### src/rtl/ps2_pkg.sv
// PS/2 shared definitions: host transmitter FSM encoding and command bytes.
// Used by ps2_host_tx and by the receiver side.
package ps2_pkg;

  typedef enum logic [2:0] {
    ST_IDLE      = 3'd0,
    ST_INHIBIT   = 3'd1,
    ST_REQ       = 3'd2,
    ST_DATA      = 3'd3,
    ST_PARITY    = 3'd4,
    ST_STOP      = 3'd5,
    ST_WAIT_IDLE = 3'd6
  } ps2_state_e;

  localparam logic [7:0] PS2_CMD_RESET    = 8'hFF;
  localparam logic [7:0] PS2_CMD_ENABLE   = 8'hF4;
  localparam logic [7:0] PS2_CMD_SET_RATE = 8'hF3;
  localparam logic [7:0] PS2_ACK          = 8'hFA;

endpackage

### src/rtl/ps2_line_sync.sv
// PS/2 clock/data pad synchronizer with a registered falling-edge strobe
// on the clock line; the strobe is aligned with o_clk going low.
module ps2_line_sync #(
  parameter int SYNC_STAGES = 2
) (
  input  logic clk,
  input  logic rst,
  input  logic i_clk_raw,
  input  logic i_data_raw,
  output logic o_clk,
  output logic o_data,
  output logic o_fall
);

  logic [SYNC_STAGES-1:0] r_clk_sync;
  logic [SYNC_STAGES-1:0] r_data_sync;
  logic                   r_fall;

  always_ff @(posedge clk) begin
    if (!rst) begin
      r_clk_sync  <= '1;
      r_data_sync <= '1;
      r_fall      <= 1'b0;
    end else begin
      r_clk_sync  <= {r_clk_sync[SYNC_STAGES-2:0], i_clk_raw};
      r_data_sync <= {r_data_sync[SYNC_STAGES-2:0], i_data_raw};
      r_fall      <= r_clk_sync[SYNC_STAGES-1] & ~r_clk_sync[SYNC_STAGES-2];
    end
  end

  assign o_clk  = r_clk_sync[SYNC_STAGES-1];
  assign o_data = r_data_sync[SYNC_STAGES-1];
  assign o_fall = r_fall;

endmodule

### src/rtl/ps2_host_tx.sv
// PS/2 host-to-device byte transmitter (inhibit, start, 8 data, odd parity, stop, ACK).
// Define PS2_TX_TIMEOUT_EN to enable the device-clock watchdog.
module ps2_host_tx
  import ps2_pkg::*;
#(
  parameter int INHIBIT_CYCLES = 12000,
  parameter int TIMEOUT_CYCLES = 2000000,
  parameter int SYNC_STAGES    = 2
) (
  input  logic       clk,
  input  logic       rst,
  input  logic [7:0] tx_data,
  input  logic       tx_valid,
  output logic       tx_ready,
  input  logic       ps2_clk_in,
  input  logic       ps2_data_in,
  output logic       ps2_clk_oe,
  output logic       ps2_data_oe,
  output logic       busy,
  output logic       tx_done,
  output logic       tx_err
);

  localparam int IW = $clog2(INHIBIT_CYCLES + 1);
  localparam int WW = $clog2(TIMEOUT_CYCLES + 1);
  localparam logic [IW-1:0] INH_PRE  = IW'(INHIBIT_CYCLES - 2);
  localparam logic [IW-1:0] INH_LAST = IW'(INHIBIT_CYCLES - 1);
  localparam logic [WW-1:0] WD_LAST  = WW'(TIMEOUT_CYCLES - 1);
`ifdef PS2_TX_TIMEOUT_EN
  localparam bit WD_EN = 1'b1;
`else
  localparam bit WD_EN = 1'b0;
`endif

  ps2_state_e    r_state;
  logic [7:0]    r_shift;
  logic          r_parity;
  logic [2:0]    r_bitcnt;
  logic [IW-1:0] r_cnt;
  logic [WW-1:0] r_wdog;
  logic          r_clk_oe;
  logic          r_data_oe;
  logic          r_ready;
  logic          r_busy;
  logic          r_done;
  logic          r_err;

  logic w_clk_s;
  logic w_data_s;
  logic w_fall;
  logic w_wd_act;
  logic w_timeout;

  ps2_line_sync #(
    .SYNC_STAGES(SYNC_STAGES)
  ) u_sync (
    .clk       (clk),
    .rst       (rst),
    .i_clk_raw (ps2_clk_in),
    .i_data_raw(ps2_data_in),
    .o_clk     (w_clk_s),
    .o_data    (w_data_s),
    .o_fall    (w_fall)
  );

  assign w_wd_act  = (r_state != ST_IDLE) && (r_state != ST_INHIBIT);
  assign w_timeout = WD_EN && w_wd_act && !w_fall && (r_wdog == WD_LAST);

  // Held clear through INHIBIT so it starts from zero on entry to REQ.
  always_ff @(posedge clk) begin
    if (!rst) begin
      r_wdog <= '0;
    end else if (r_state == ST_INHIBIT || w_fall) begin
      r_wdog <= '0;
    end else if (r_wdog != WD_LAST) begin
      r_wdog <= r_wdog + 1'b1;
    end
  end

  always_ff @(posedge clk) begin
    if (!rst) begin
      r_state   <= ST_IDLE;
      r_shift   <= '0;
      r_parity  <= 1'b0;
      r_bitcnt  <= '0;
      r_cnt     <= '0;
      r_clk_oe  <= 1'b0;
      r_data_oe <= 1'b0;
      r_ready   <= 1'b1;
      r_busy    <= 1'b0;
      r_done    <= 1'b0;
      r_err     <= 1'b0;
    end else begin
      r_done <= 1'b0;
      r_err  <= 1'b0;
      if (w_timeout) begin
        r_state   <= ST_IDLE;
        r_clk_oe  <= 1'b0;
        r_data_oe <= 1'b0;
        r_err     <= 1'b1;
        r_ready   <= 1'b1;
        r_busy    <= 1'b0;
      end else begin
        unique case (r_state)
          ST_IDLE: begin
            if (tx_valid && r_ready) begin
              r_shift  <= tx_data;
              r_parity <= ~^tx_data;
              r_cnt    <= '0;
              r_clk_oe <= 1'b1;
              r_ready  <= 1'b0;
              r_busy   <= 1'b1;
              r_state  <= ST_INHIBIT;
            end
          end
          ST_INHIBIT: begin
            r_cnt <= r_cnt + 1'b1;
            if (r_cnt == INH_PRE) r_data_oe <= 1'b1;
            if (r_cnt == INH_LAST) begin
              r_clk_oe <= 1'b0;
              r_state  <= ST_REQ;
            end
          end
          ST_REQ: begin
            if (w_fall) begin
              r_data_oe <= ~r_shift[0];
              r_shift   <= r_shift >> 1;
              r_bitcnt  <= '0;
              r_state   <= ST_DATA;
            end
          end
          ST_DATA: begin
            if (w_fall) begin
              if (r_bitcnt == 3'd7) begin
                r_data_oe <= ~r_parity;
                r_state   <= ST_PARITY;
              end else begin
                r_data_oe <= ~r_shift[0];
                r_shift   <= r_shift >> 1;
                r_bitcnt  <= r_bitcnt + 1'b1;
              end
            end
          end
          ST_PARITY: begin
            if (w_fall) begin
              r_data_oe <= 1'b0;
              r_state   <= ST_STOP;
            end
          end
          ST_STOP: begin
            if (w_fall) begin
              if (!w_data_s) begin
                r_state <= ST_WAIT_IDLE;
              end else begin
                r_err   <= 1'b1;
                r_ready <= 1'b1;
                r_busy  <= 1'b0;
                r_state <= ST_IDLE;
              end
            end
          end
          ST_WAIT_IDLE: begin
            if (w_clk_s && w_data_s) begin
              r_done  <= 1'b1;
              r_ready <= 1'b1;
              r_busy  <= 1'b0;
              r_state <= ST_IDLE;
            end
          end
          default: begin
            r_clk_oe  <= 1'b0;
            r_data_oe <= 1'b0;
            r_ready   <= 1'b1;
            r_busy    <= 1'b0;
            r_state   <= ST_IDLE;
          end
        endcase
      end
    end
  end

  assign tx_ready    = r_ready;
  assign busy        = r_busy;
  assign ps2_clk_oe  = r_clk_oe;
  assign ps2_data_oe = r_data_oe;
  assign tx_done     = r_done;
  assign tx_err      = r_err;

endmodule
### config.mk
export PLATFORM = sky130hd
export DESIGN_NAME = ps2_host_tx
export DESIGN_NICKNAME = d
export VERILOG_FILES = /design/src/rtl/ps2_pkg.sv /design/src/rtl/ps2_line_sync.sv /design/src/rtl/ps2_host_tx.sv
export SDC_FILE = /design/constraint.sdc
export NUM_CORES = 1
export LEC_CHECK = 0
export CORE_ASPECT_RATIO = 2
export CORE_MARGIN = 2
export CORE_UTILIZATION = 53
export DETAILED_ROUTE_END_ITERATION = 12
export PLACE_DENSITY = 0.75
export SYNTH_ARGS = -nofsm -noshare
export SYNTH_HDL_FRONTEND = slang
export SYNTH_SLANG_ARGS = --single-unit
### constraint.sdc
create_clock -name clk -period 2.4 [get_ports clk]
set_input_delay 0.24 -clock clk [delete_from_list [all_inputs] [get_ports clk]]
set_output_delay 0.24 -clock clk [all_outputs]
set_load 0.05 [all_outputs]
# Word-level counts from Yosys, hierarchy flattened
# Index checks and enable logic that the tools add are counted.
totals:
  regBits: 40
  latchBits: 0
  ramBits: 0
  romBits: 0
  inputBits: 13
  n_memories: 0
op_classes:
  add_sub_neg: 2
  mul: 0
  div_mod_pow: 0
  order_cmp: 0
  n_eq_ne: 20
  shifts: 0
  mux: 41
  bitwise: 7
  n_reduce_logical: 20
op_table:
  columns: ["operator", "count"]
  rows:
  - ["3-bit 2-to-1 mux", 12]
  - ["8-bit 2-to-1 mux", 4]
  - ["14-bit == test (second input constant)", 2]
  - ["14-bit case mux with 2 select lines", 1]
  - ["8-bit case mux with 3 select lines", 1]
  - ["3-bit case mux with 7 select lines", 1]
  - ["1-bit 2-to-1 mux", 16]
  - ["5-bit AND reduction", 3]
  - ["14-bit by 1-bit adder with 14-bit output (second input constant)", 1]
  - ["14-bit 2-to-1 mux", 1]
  - ["2-bit by 1-bit inequality test with 1-bit output (second input constant)", 7]
  - ["3-bit == test (second input constant)", 4]
  - ["2-bit inequality test (second input constant)", 4]
  - ["1-bit case mux with 4 select lines", 2]
  - ["8-bit AND reduction", 1]
  - ["8-bit XNOR reduction", 1]
  - ["3-bit by 2-bit == test with 1-bit output (second input constant)", 2]
  - ["1-bit inverter", 6]
  - ["3-bit case mux with 2 select lines", 1]
  - ["2-bit AND reduction", 3]
  - ["3-bit AND reduction", 2]
  - ["1-bit case mux with 5 select lines", 1]
  - ["5-bit OR reduction", 1]
  - ["4-bit AND reduction", 1]
  - ["10 further kinds", 12]

# Longest topological paths before layout
logic_depth:
  ltp_word: 4
  depth_mapped: 8
  depth_no_buf: 7

# Modules after synthesis
# From an unflattened synthesis, not the netlist that was laid out.
hier_totals:
  cells_unflattened: 248
  hier_area_um2: 2055.7
by_module_without_submodules:
  columns: ["module", "n_inst", "cells_per_inst", "area_each_um2"]
  rows:
  - ["ps2_host_tx", 1, 238, 1921.8]
  - ["ps2_line_sync", 1, 10, 133.9]

# Least setup slack after synthesis
# OpenSTA, ideal clock, no wires.
synth_path:
  path_type: "reg-to-reg"
  startpoint: "register r_ready, in the netlist tx_ready"
  endpoint: "register r_shift[0]"
  arrival_ns: 1.704
  required_time_ns: 2.309
  setup_slack_ns: 0.605
  path_stages_with_launch: 7
  path_cell_list: "dfxtp_1 > nand2_1 > or4_4 > nand2_4 > buf_6 > nor2_1 > a311oi_1"
synth_between:
  elab_chain_cells: 3
synth_rtl:
  columns: ["element", "line", "text"]
  rows:
  - ["start: declaration", "ps2_host_tx.sv:43", "logic r_ready;"]
  - ["start signal: assignment", "ps2_host_tx.sv:89", "r_ready <= 1'b1;"]
  - ["start signal: assignment", "ps2_host_tx.sv:101", "r_ready <= 1'b1;"]
  - ["start signal: assignment", "ps2_host_tx.sv:111", "r_ready <= 1'b0;"]
  - ["1-bit logical AND", "ps2_host_tx.sv:106", "if (tx_valid && r_ready) begin"]
  - ["2-bit inequality test (no line)", null, null]
  - ["5-bit AND reduction (no line)", null, null]
  - ["end signal: assignment", "ps2_host_tx.sv:107", "r_shift <= tx_data;"]
  - ["end signal: assignment", "ps2_host_tx.sv:127", "r_shift <= r_shift >> 1;"]
  - ["end signal: assignment", "ps2_host_tx.sv:139", "r_shift <= r_shift >> 1;"]
  - ["end: declaration", "ps2_host_tx.sv:36", "logic [7:0] r_shift;"]
# No other way between the ends.
# A chain may end at the register's enable or synchronous reset.

# Worst setup path in the final report
layout_path:
  startpoint: "register r_cnt[13]"
  endpoint: "register r_state[1]"
layout_between:
  elab_chain_cells: 3
layout_rtl:
  columns: ["element", "line", "text"]
  rows:
  - ["start: declaration", "ps2_host_tx.sv:39", "logic [IW-1:0] r_cnt;"]
  - ["start signal: assignment", "ps2_host_tx.sv:117", "r_cnt <= r_cnt + 1'b1;"]
  - ["14-bit == test", "ps2_host_tx.sv:119", "if (r_cnt == INH_LAST) begin"]
  - ["2-bit by 1-bit inequality test with 1-bit output (no line)", null, null]
  - ["8-bit AND reduction (no line)", null, null]
  - ["end signal: assignment", "ps2_host_tx.sv:121", "r_state <= ST_REQ;"]
  - ["end signal: assignment", "ps2_host_tx.sv:129", "r_state <= ST_DATA;"]
  - ["end signal: assignment", "ps2_host_tx.sv:136", "r_state <= ST_PARITY;"]
  - ["end: declaration", "ps2_host_tx.sv:35", "ps2_state_e r_state;"]
# No other way between the ends.

==> run_results.csv <==
group,metric,value,unit
run_status,status,"complete, no violations",
die,pin_count,19,
clock_tree,clk_latency,290,ps
pwr,intPower,1401,uW
sta,rsz0062_at_grt,"false",
finish,fillers,343,
pwr,p_sw,918.3,uW
synthesis,synth_top_family_by_area,"simple AND/OR/NAND/NOR gates",
synthesis,synth_flop_cell,"dfxtp_1",
worst_hold_path,hold_end,"u_sync.r_data_sync[1]$_SDFF_PN1_",
clock_tree,clock_path_buffers,2,
global_route,grt.overflow.total,0,
pwr,p_per_area,992.4,mW/mm2
sta,setup_slack,551.7,ps
synthesis,synth_edf_count,0,
clock_tree,cts_made_buffers,5,
drt,num_vias,1829,
die,die_w,47.65,um
synthesis,synthesis.instances,246,
synthesis,synth_mux_area_frac,0.009913,
sta,setup_viol,0,
worst_hold_path,hold_start,"u_sync.r_data_sync[0]$_SDFF_PN1_",
clock_tree,cts_sinks,40,
placement,port_buffers,18,
global_route,grt_pass1_wl,7.389,mm
finish,fin_nets,282,
sta,finalSetupTns,0,ps
drt,routed_via_density,5.806,
clock_tree,ctsHoldBuffers,0,
placement,dp_hpwl,3.202,mm
clock_tree,ctsHtreeMaxLevel,2,
finish,final_cell_mix,"dfxtp_1, nand2_1, nor2_1, a21oi_1, clkdlybuf4s50_1",
global_route,grt_pass1_vias,1782,
synthesis,synth_area_leaders,"dfxtp_1, nand2_1, a21oi_1",
pwr,combPwrFrac,0.415,
sta,period_needed,1848,ps
worst_hold_path,min_path_type,"flop to flop",
pwr,p_clk_frac,0.200,
synthesis,synth_top_cell_area_share,0.3965,
critical_path,arrival,2070,ps
critical_path,worstSetupStartpointType,"flop",
critical_path,crit_slowest_cell,"nor4_1",
sta,fin_skew,3.166,ps
drt,drt_iter0_drc,43,
sta,hold_viol_final,0,
clock_tree,cts_setup_buffers,0,
critical_path,worstReg2RegStart,"r_cnt[13]$_SDFFE_PN0P_",
critical_path,cp_max_fo,3,
synthesis,ys_ff_latch,40,
global_route,track_usage,0.2287,
die,initial_utilization,0.5539,
synthesis,synthXorXnorAreaFrac,0.03036,
sta,timing.final.crit_share,0.7701,
synthesis,synthAdderAreaFrac,0.02478,
sta,slew-limit-headroom,0.6233,
synthesis,synthArstFlopShare,0,
critical_path,critical_path_class,"flop to flop",
die,die_y,91.30,um
synthesis,yosysSeqAreaShare,0.3965,
finish,syn_to_final_growth,15.74,%
critical_path,worst-r2r-cell-count,5,
critical_path,crit_required,2620,ps
global_route,grt_max_degree,25,
pwr,power.leakage,0.0008652,uW
critical_path,timing.rr.end,"r_state[1]$_SDFFE_PN0P_",
die,std_cell_rows,31,
synthesis,netlist-cell-type-count,51,
finish,layout_commonest_cell,"dfxtp_1",
critical_path,worst_path_largest_cell_delay,400,ps
synthesis,synth_warnings,0,
synthesis,synthSimpleGateAreaFrac,0.2993,
global_route,grt_antenna_before_repair,0,
critical_path,crit_chain,"or3b_1 > nor4_1 > a31oi_1 > nor2b_2 > mux2i_1",
clock_tree,cts_resized,0,
synthesis,synth-compound-area-share,0.1933,
synthesis,synth_top_cell_by_area,"dfxtp_1",
pwr,ir_worst_vdd,699.4,uV
pwr,pwr-share-seq,0.385,
sta,max_freq,0.5410,GHz
critical_path,path_delay_family,"simple AND/OR/NAND/NOR gates",
die,dieArea,0.004350,mm2
clock_tree,clockRootBuffer,"clkbuf_8",
job,max-cap-violations,0,
drt,drt_pre_antenna_iters,4,
clock_tree,path_clk_slew,70,ps
drt,wl_per_cell,13.67,um
synthesis,syn_area,0.002019,mm2
sta,worst_pin_slew,564.3,ps
sta,finalMaxSlewViolations,0,
finish,n_antenna_cell,0,
drt,drc,0,
pwr,p_sw_frac,0.3959,
critical_path,path_buf_inv,0,
synthesis,avgSynthCellArea,8.209,um2
clock_tree,cts_tree,"built",
die,core_area,0.003646,mm2
critical_path,r2r_slack,550,ps
worst_hold_path,whs_path_depth,1,
critical_path,end_kind,"flop",
placement,pre_cts_ws,471.7,ps
drt,final_antenna_net_count,0,
drt,drt-total-wl,4.307,mm
placement,place_congestion,0.8337,
finish,final_layout_size_suffix_gt1_frac,0.1128,
synthesis,syn_nets,263,
[synthesized netlist by cell type (3+ instances only)]
cell type / number
nor3_1: 5
o21ai_0: 11
o311ai_0: 3
nand4_1: 5
inv_1: 6
or4_1: 3
a311oi_1: 7
dfxtp_1: 40
nand3_1: 10
a31oi_1: 7
clkbuf_1: 9
xnor2_1: 6
a21oi_1: 18
nand2b_1: 7
nor2_1: 22
ha_1: 4
nand2_1: 37
[worst reg2reg max path, delay by kind of cell, from the launching register on]
kind             cells  cell delay [ps]
flip-flops           1              360
multiplexers         1              200
AO/OA/AOI/OAI        1              230
AND/OR/NAND/NOR      3              980
[power by group through the flow]
| stage | Clock, uW | Combinational (uW) | Sequential, uW |
|---|---|---|---|
| 3_5_place_dp | 0 | 966 | 909 |
| 4_1_cts | 471 | 969 | 894 |
| 5_1_grt | 501 | 1060 | 910 |
| 3_3_place_gp | 0 | 951 | 910 |
| 6_report | 464 | 962 | 894 |
| 2_1_floorplan | 0 | 695 | 939 |
[layer usage]
metal  track usage  share of wire  vias up
met5             0              0        -
met4        0.1239          0.032        0
met3       0.03579          0.028       16
met2        0.3829           0.54       38
met1        0.2556           0.40      849
li1              -              -      926
[how the worst max path moves through the flow]
stage	start	to	slack, ps	cells after the start
after floorplan	tx_ready$_SDFFE_PN1P_	r_shift[0]$_SDFFE_PN0P_	610	6
final	r_cnt[13]$_SDFFE_PN0P_	r_state[1]$_SDFFE_PN0P_	550	5
after global routing	r_state[1]$_SDFFE_PN0P_	r_shift[2]$_SDFFE_PN0P_	420	5
after CTS	r_state[0]$_SDFFE_PN0P_	r_shift[2]$_SDFFE_PN0P_	560	5
after global placement	tx_valid	r_shift[5]$_SDFFE_PN0P_	540	6
after detailed placement	tx_valid	r_shift[5]$_SDFFE_PN0P_	470	6
[cells by family after synthesis]
| kind of cell | count (synthesis) |
|---|---|
| simple gates | 113 |
| compound gates | 60 |
| flops | 40 |
| buf+inv | 20 |
| xor+xnor | 7 |
| fa+ha+maj | 4 |
| mux | 2 |
[sequential cells by signal, indices dropped and copies added, names as in the netlist]
name / count
busy: 1
ps2_clk_oe: 1
ps2_data_oe: 1
r_bitcnt: 3
r_cnt: 14
r_parity: 1
r_shift: 8
r_state: 3
tx_done: 1
tx_err: 1
tx_ready: 1
u_sync.o_fall: 1
u_sync.r_clk_sync: 2
u_sync.r_data_sync: 2
[per-stage QoR]
| step | hold slack [ps] | cell area, um2 | instances | utilization | power [uW] |
|---|---|---|---|---|---|
| 3_3_place_gp | 388.4 | 2247 | 307 | 0.6163 | 1861 |
| 4_1_cts | 410.3 | 2337 | 315 | 0.6410 | 2334 |
| 6_report | 408.6 | 2337 | 315 | 0.6410 | 2319 |
| 3_5_place_dp | 392.5 | 2247 | 307 | 0.6163 | 1875 |
| 2_1_floorplan | 341.5 | 2019 | 246 | - | 1634 |
| 5_1_grt | 449.5 | 2337 | 315 | 0.6410 | 2474 |
[cell type report]
class	instances	area, um2	share of cell area
multi-input cells	186	1126	0.4818
flip-flops and latches	40	800.8	0.3426
repair buffers	25	232.7	0.09957
clock buffers	8	90.09	0.03854
well taps	49	61.31	0.02623
inverters	7	26.28	0.01124
No activity file was read; power rests on OpenSTA's default activity.
